File: config.mk
export PLATFORM = sky130hd
export DESIGN_NAME = layer2_mac_array
export DESIGN_NICKNAME = d
export VERILOG_FILES = /design/src/rtl/layer2_mac_array_pkg.sv /design/src/rtl/layer2_mac_array_sat_mac_lane.sv /design/src/rtl/layer2_mac_array.sv
export SDC_FILE = /design/constraint.sdc
export NUM_CORES = 2
export LEC_CHECK = 0
export ABC_AREA = 0
export BUFFER_PORTS_ARGS = -buffer_cell sky130_fd_sc_hd__buf_2
export CAP_MARGIN = 10
export CORE_ASPECT_RATIO = 1.75
export CORE_MARGIN = 2
export CORE_UTILIZATION = 49
export DETAILED_ROUTE_END_ITERATION = 10
export HOLD_SLACK_MARGIN = 0.1
export PLACE_DENSITY_LB_ADDON = 0.05
export SETUP_SLACK_MARGIN = 0.4
export SYNTH_ARGS = -nofsm -noshare
export SYNTH_HDL_FRONTEND = slang
export SYNTH_HIERARCHICAL = 1
export SYNTH_SLANG_ARGS = --single-unit
File: constraint.sdc
create_clock -name clk -period 11.46 [get_ports clk]
set_clock_uncertainty 0.2 [all_clocks]
set_input_delay 1.146 -clock clk [delete_from_list [all_inputs] [get_ports clk]]
set_output_delay 1.146 -clock clk [all_outputs]
set_load 0.005 [all_outputs]
File: src/rtl/layer2_mac_array_pkg.sv
// Shared constants and FSM encoding for the Layer-2 multiply-accumulate engine.
package layer2_mac_array_pkg;

    localparam int RELU_NODES           = 20;
    localparam int RELU_INDEX_WIDTH     = 5;
    localparam int LAYER_2_IN_BIT_WIDTH = 8;
    localparam int OUT_NODES            = 10;
    localparam int WEIGHT_W             = 8;
    localparam int ACC_W                = 24;

    typedef enum logic [2:0] {
        IDLE   = 3'd0,
        DEQ_HI = 3'd1,
        DEQ_LO = 3'd2,
        FETCH  = 3'd3,
        MAC    = 3'd4,
        DONE   = 3'd5
    } mac_state_t;

endpackage

File: src/rtl/layer2_mac_array_sat_mac_lane.sv
// One accumulator lane: acc <= sat(acc + unsigned value * signed weight),
// with a synchronous clear that takes priority over the accumulate.
module sat_mac_lane #(
    parameter int IN_W     = 8,
    parameter int WEIGHT_W = 8,
    parameter int ACC_W    = 24
) (
    input  logic                clk,
    input  logic                reset,
    input  logic                clear,
    input  logic                enable,
    input  logic [IN_W-1:0]     value,
    input  logic [WEIGHT_W-1:0] weight,
    output logic [ACC_W-1:0]    acc
);

    localparam int PROD_W = IN_W + 1 + WEIGHT_W;
    // The sum is one bit wider than the wider operand so it can never wrap,
    // even when the accumulator is narrower than a single product.
    localparam int SUM_W  = ((ACC_W > PROD_W) ? ACC_W : PROD_W) + 1;
    localparam int PAD_W  = SUM_W - ACC_W + 1;

    logic signed [PROD_W-1:0] value_ext;
    logic signed [PROD_W-1:0] weight_ext;
    logic signed [PROD_W-1:0] product;
    logic signed [SUM_W-1:0]  sum;
    logic signed [SUM_W-1:0]  max_val;
    logic signed [SUM_W-1:0]  min_val;
    logic [ACC_W-1:0]         next_acc;

    always_comb begin
        value_ext  = PROD_W'($signed({1'b0, value}));
        weight_ext = PROD_W'($signed(weight));
        product    = value_ext * weight_ext;
        max_val    = $signed({{PAD_W{1'b0}}, {(ACC_W-1){1'b1}}});
        min_val    = $signed({{PAD_W{1'b1}}, {(ACC_W-1){1'b0}}});
        sum        = SUM_W'($signed(acc)) + SUM_W'(product);
        if (sum > max_val) begin
            next_acc = max_val[ACC_W-1:0];
        end else if (sum < min_val) begin
            next_acc = min_val[ACC_W-1:0];
        end else begin
            next_acc = sum[ACC_W-1:0];
        end
    end

    always_ff @(posedge clk or posedge reset) begin
        if (reset) begin
            acc <= '0;
        end else if (clear) begin
            acc <= '0;
        end else if (enable) begin
            acc <= next_acc;
        end
    end

endmodule

File: src/rtl/layer2_mac_array.sv
// Layer-2 MAC engine: drains the ReLU node queue, fetches each node's weight
// row and accumulates value * weight into one saturating lane per output node.
module layer2_mac_array #(
    parameter int RELU_NODES       = layer2_mac_array_pkg::RELU_NODES,
    parameter int RELU_INDEX_WIDTH = layer2_mac_array_pkg::RELU_INDEX_WIDTH,
    parameter int IN_W             = layer2_mac_array_pkg::LAYER_2_IN_BIT_WIDTH,
    parameter int OUT_NODES        = layer2_mac_array_pkg::OUT_NODES,
    parameter int WEIGHT_W         = layer2_mac_array_pkg::WEIGHT_W,
    parameter int ACC_W            = layer2_mac_array_pkg::ACC_W
) (
    input  logic                          clk,
    input  logic                          reset,
    input  logic                          start,
    input  logic                          queueEmpty,
    input  logic [RELU_INDEX_WIDTH-1:0]   indexIn,
    input  logic [IN_W-1:0]               nodeValueIn,
    output logic                          dequeue,
    output logic [RELU_INDEX_WIDTH-1:0]   weightIndex,
    input  logic [OUT_NODES*WEIGHT_W-1:0] weightRow,
    output logic [OUT_NODES*ACC_W-1:0]    accOut,
    output logic                          busy,
    output logic                          done
);

    import layer2_mac_array_pkg::*;

    if (RELU_NODES > (2 ** RELU_INDEX_WIDTH) - 1) begin : g_index_width_check
        $error("RELU_INDEX_WIDTH is too narrow to hold RELU_NODES");
    end

    mac_state_t      state;
    logic [IN_W-1:0] node_value;
    logic            clear_acc;
    logic            mac_en;

    assign clear_acc = (state == IDLE) && start;
    assign mac_en    = (state == MAC);

    // All outputs are registered so dequeue is a clean one-cycle pulse and
    // done lands one cycle after the DONE state.
    always_ff @(posedge clk or posedge reset) begin
        if (reset) begin
            state       <= IDLE;
            dequeue     <= 1'b0;
            weightIndex <= '0;
            node_value  <= '0;
            busy        <= 1'b0;
            done        <= 1'b0;
        end else begin
            done <= 1'b0;
            case (state)
                IDLE: begin
                    if (start) begin
                        busy <= 1'b1;
                        if (queueEmpty) begin
                            state <= DONE;
                        end else begin
                            state   <= DEQ_HI;
                            dequeue <= 1'b1;
                        end
                    end
                end
                DEQ_HI: begin
                    dequeue <= 1'b0;
                    state   <= DEQ_LO;
                end
                DEQ_LO: begin
                    node_value  <= nodeValueIn;
                    weightIndex <= indexIn;
                    state       <= FETCH;
                end
                FETCH: begin
                    state <= MAC;
                end
                MAC: begin
                    if (queueEmpty) begin
                        state <= DONE;
                    end else begin
                        state   <= DEQ_HI;
                        dequeue <= 1'b1;
                    end
                end
                DONE: begin
                    done  <= 1'b1;
                    busy  <= 1'b0;
                    state <= IDLE;
                end
                default: begin
                    state   <= IDLE;
                    dequeue <= 1'b0;
                    busy    <= 1'b0;
                end
            endcase
        end
    end

    // Node 0 sits in the MSBs of both the weight row and the accumulator bus.
    for (genvar k = 0; k < OUT_NODES; k++) begin : g_lane
        sat_mac_lane #(
            .IN_W     (IN_W),
            .WEIGHT_W (WEIGHT_W),
            .ACC_W    (ACC_W)
        ) u_lane (
            .clk    (clk),
            .reset  (reset),
            .clear  (clear_acc),
            .enable (mac_en),
            .value  (node_value),
            .weight (weightRow[(OUT_NODES-1-k)*WEIGHT_W +: WEIGHT_W]),
            .acc    (accOut[(OUT_NODES-1-k)*ACC_W +: ACC_W])
        );
    end

endmodule

==> results.sh <==
export IMPL_worstReg2RegEnd="g_lane[3].u_lane/acc[16]$_DFFE_PP0P_"
export IMPL_wire_per_inst_um=19.3
export IMPL_synth_area_per_cell_um2=9.41
export IMPL_cts_resized=0
export IMPL_first_iter_violations=1259
export IMPL_viasPerCell=5.56
export IMPL_cp_end_kind="flip-flop"
export IMPL_cts_buffers_inserted=30
export IMPL_worstSkewPairLatency_ps=650
export IMPL_synthToLayoutAreaGrowth_pct=8.31
export IMPL_arrival_ps=7540
export IMPL_slowest_delay_ps=800
export IMPL_dr_pass1_iters=5
export IMPL_fillers=8594
export IMPL_synth_flop_cell="dfrtp_1"
export IMPL_globalplace_congestion=0.839
export IMPL_synthesis_instances=4749
export IMPL_ys_seq_area_share_pct=14.5
export IMPL_crit_chain="buf_4 > nand2b_1 > fa_1 > fa_1 > inv_1 > fa_1 > fa_1 > fa_1 > ha_1 > o211a_1 > nor3_1 > a211oi_2 > o21a_1 > o21ai_1 > and3_1 > a221o_1"
export IMPL_die_area_mm2=0.0937
export IMPL_synth_edf_count=0
export IMPL_cts_reportedPaths_clkPinSlew_ps=70
export IMPL_min_path_type="reg -> reg"
export IMPL_yosys_top_cells_count="780 x ha_1, 754 x inv_1, 520 x fa_1"
export IMPL_cts_tree="done"
export IMPL_r2r_start="node_value[0]$_DFFE_PP0P_"
export IMPL_whs_path_depth=1
export IMPL_cp_required_ps=11850
export IMPL_rsz0062_at_grt="false"
export IMPL_syn_nets=6146
export IMPL_fin_setup_tns_ps=0
export IMPL_async_flop_share_pct=100
export IMPL_cp_start_kind="flip-flop"
export IMPL_drive_gt1_share_pct=11.0
export IMPL_postCtsHoldBufs=0
export IMPL_grt_antenna_before_repair=8
export IMPL_cp_slowest_cell="dfrtp_4"
export IMPL_ff2ff_path_depth=16
export IMPL_slew_violations=0
export IMPL_die_height_um=403
export IMPL_period_share_pct=62.4
export IMPL_cts_root_buf="clkbuf_16"
export IMPL_drt_wl_total_mm=120
export IMPL_ios=345
export IMPL_track_usage_pct=26.4
export IMPL_min_period_ps=7150
export IMPL_status="finished, final reports clean"
export IMPL_critical_path_class="reg -> reg"
export IMPL_coreArea_mm2=0.0904
export IMPL_gr_total_overflow=0
export IMPL_setup_violations=0
export IMPL_start_util_pct=49.4
export IMPL_synth_area_leaders="fa_1 23%, ha_1 22%, dfrtp_1 15%"
export IMPL_cts_setup_buffers=0
export IMPL_cts_sinks=259
export IMPL_grt_max_degree=55
export IMPL_postRouteAntennaNets=0
export IMPL_yosys_area_top_type="fa_1"
export IMPL_min_to="weightIndex[1]$_DFFE_PP0P_"
export IMPL_cpMostUsedCell="fa_1"
export IMPL_crit_fanout=42
export IMPL_max_cap_violations=0
export IMPL_hp_start="weightIndex[1]$_DFFE_PP0P_"
export IMPL_syn_cell_area_mm2=0.0447
export IMPL_ys_warnings_count=6
export IMPL_synth_cell_type_count=89
export IMPL_detailed_place_hpwl_mm=95.4
export IMPL_num_rows=146
export IMPL_grt_pass1_wl_mm=197
export IMPL_nets=6427
export IMPL_hold_violations=0
export IMPL_yosysMostFrequentCell="ha_1"
export IMPL_vias=34735
export IMPL_synth_top_cell_area_share_pct=23.3
export IMPL_reg2reg_setup_slack_ps=4310
export IMPL_die_w_um=232
export IMPL_ys_ff_latch=259
export IMPL_io_buffer_count=344
export IMPL_tightest_slew_ps=1140
export IMPL_slew_headroom_pct=23.8
export IMPL_grt_pass1_vias=37964
export IMPL_fmax_mhz=140
export IMPL_htree_levels=1
export IMPL_clock_path_buffers=3
export IMPL_drcViolationCount=0
state kept, by name, summed over array words and instances, names as in the netlist:
signal and count:
busy 1, node_value 8, state 3, g_lane.u_lane/acc 240
dequeue 1, done 1, weightIndex 5
through the flow:
stage | hold slack (ps) | instances | util (%) | setup WS [ps] | cell area, um2
after detailed placement | 288 | 6182 | 52.3 | 4260 | 47300
after global routing | 322 | 6239 | 53.5 | 3930 | 48400
final | 307 | 6243 | 53.5 | 4310 | 48400
after global placement | 288 | 6182 | 52.3 | 4360 | 47300
after floorplan | 295 | 4749 | - | 4950 | 44700
after CTS | 311 | 6238 | 53.5 | 4290 | 48400
worst max-delay path: cells and delay by family, from the launching register on:
family	cells	cell delay [ps]
adders and majority gates	6	2850
AOI/OAI and AO/OA	5	1320
and+or+nand+nor	3	1250
DFF	1	800
buffers and inverters	2	660
logic make-up after synthesis:
family / count (synthesis) / synth area share [%]
DFF: 259 / 14.5
adders and majority gates: 1306 / 45.3
and+or+nand+nor: 1266 / 14.0
buffers and inverters: 871 / 8.12
xor gates and xnor gates: 176 / 3.49
muxes: 24 / 0.661
AOI/OAI and AO/OA: 847 / 13.9
how the worst max path moves through the flow:
| stage | start | to | slack, ps |
|---|---|---|---|
| final | node_value[0]$_DFFE_PP0P_ | g_lane[3].u_lane/acc[16]$_DFFE_PP0P_ | 4310 |
| after global placement | node_value[0]$_DFFE_PP0P_ | g_lane[3].u_lane/acc[15]$_DFFE_PP0P_ | 4360 |
| after CTS | node_value[0]$_DFFE_PP0P_ | g_lane[3].u_lane/acc[15]$_DFFE_PP0P_ | 4290 |
| after floorplan | node_value[6]$_DFFE_PP0P_ | g_lane[0].u_lane/acc[14]$_DFFE_PP0P_ | 4950 |
| after global routing | node_value[1]$_DFFE_PP0P_ | g_lane[3].u_lane/acc[17]$_DFFE_PP0P_ | 3930 |
| after detailed placement | weightRow[55] | g_lane[3].u_lane/acc[15]$_DFFE_PP0P_ | 4260 |
cell type report:
type	count	area, um2	area share, %
clock buffers	36	823	1.70
multi-input cells	3619	34600	71.5
repair buffers	365	1880	3.88
clock inverters	20	258	0.533
flip-flops and latches	259	6510	13.5
well taps	1184	1480	3.06
diodes	5	12.5	0.0259
inverters	755	2840	5.87
metal layers:
layer / GRT usage (%) / vias up / wire length, um
met5: 0 / - / 85
met4: 8.40 / 14 / 3750
met3: 3.89 / 209 / 5540
met2: 50.6 / 614 / 65300
met1: 29.3 / 17360 / 45800
li1: - / 16538 / -
cell usage in the layout (no fill, tap or decap), drive strengths merged, types with 10 or more instances in the layout:
cell	n
a221o	147
and2	300
mux2i	10
nand4	27
xor2	71
and3	32
fa	520
nor2	182
ha	780
a2111oi	11
clkinv	10
dfrtp	259
clkbuf	36
o211ai	56
buf	365
xnor2	105
a21o	55
o21bai	27
o21ai	137
or2	18
a211o	15
a31oi	55
o21a	33
nand3	16
nor3	65
mux2	14
a21oi	201
inv	757
nand2	496
o211a	12
nor2b	35
nand2b	54
or3	13
a211oi	38
a22o	12
Power is left out: the tool's default activity adds up to more than one toggle a clock period on the data nets, which glitch-free logic cannot reach.
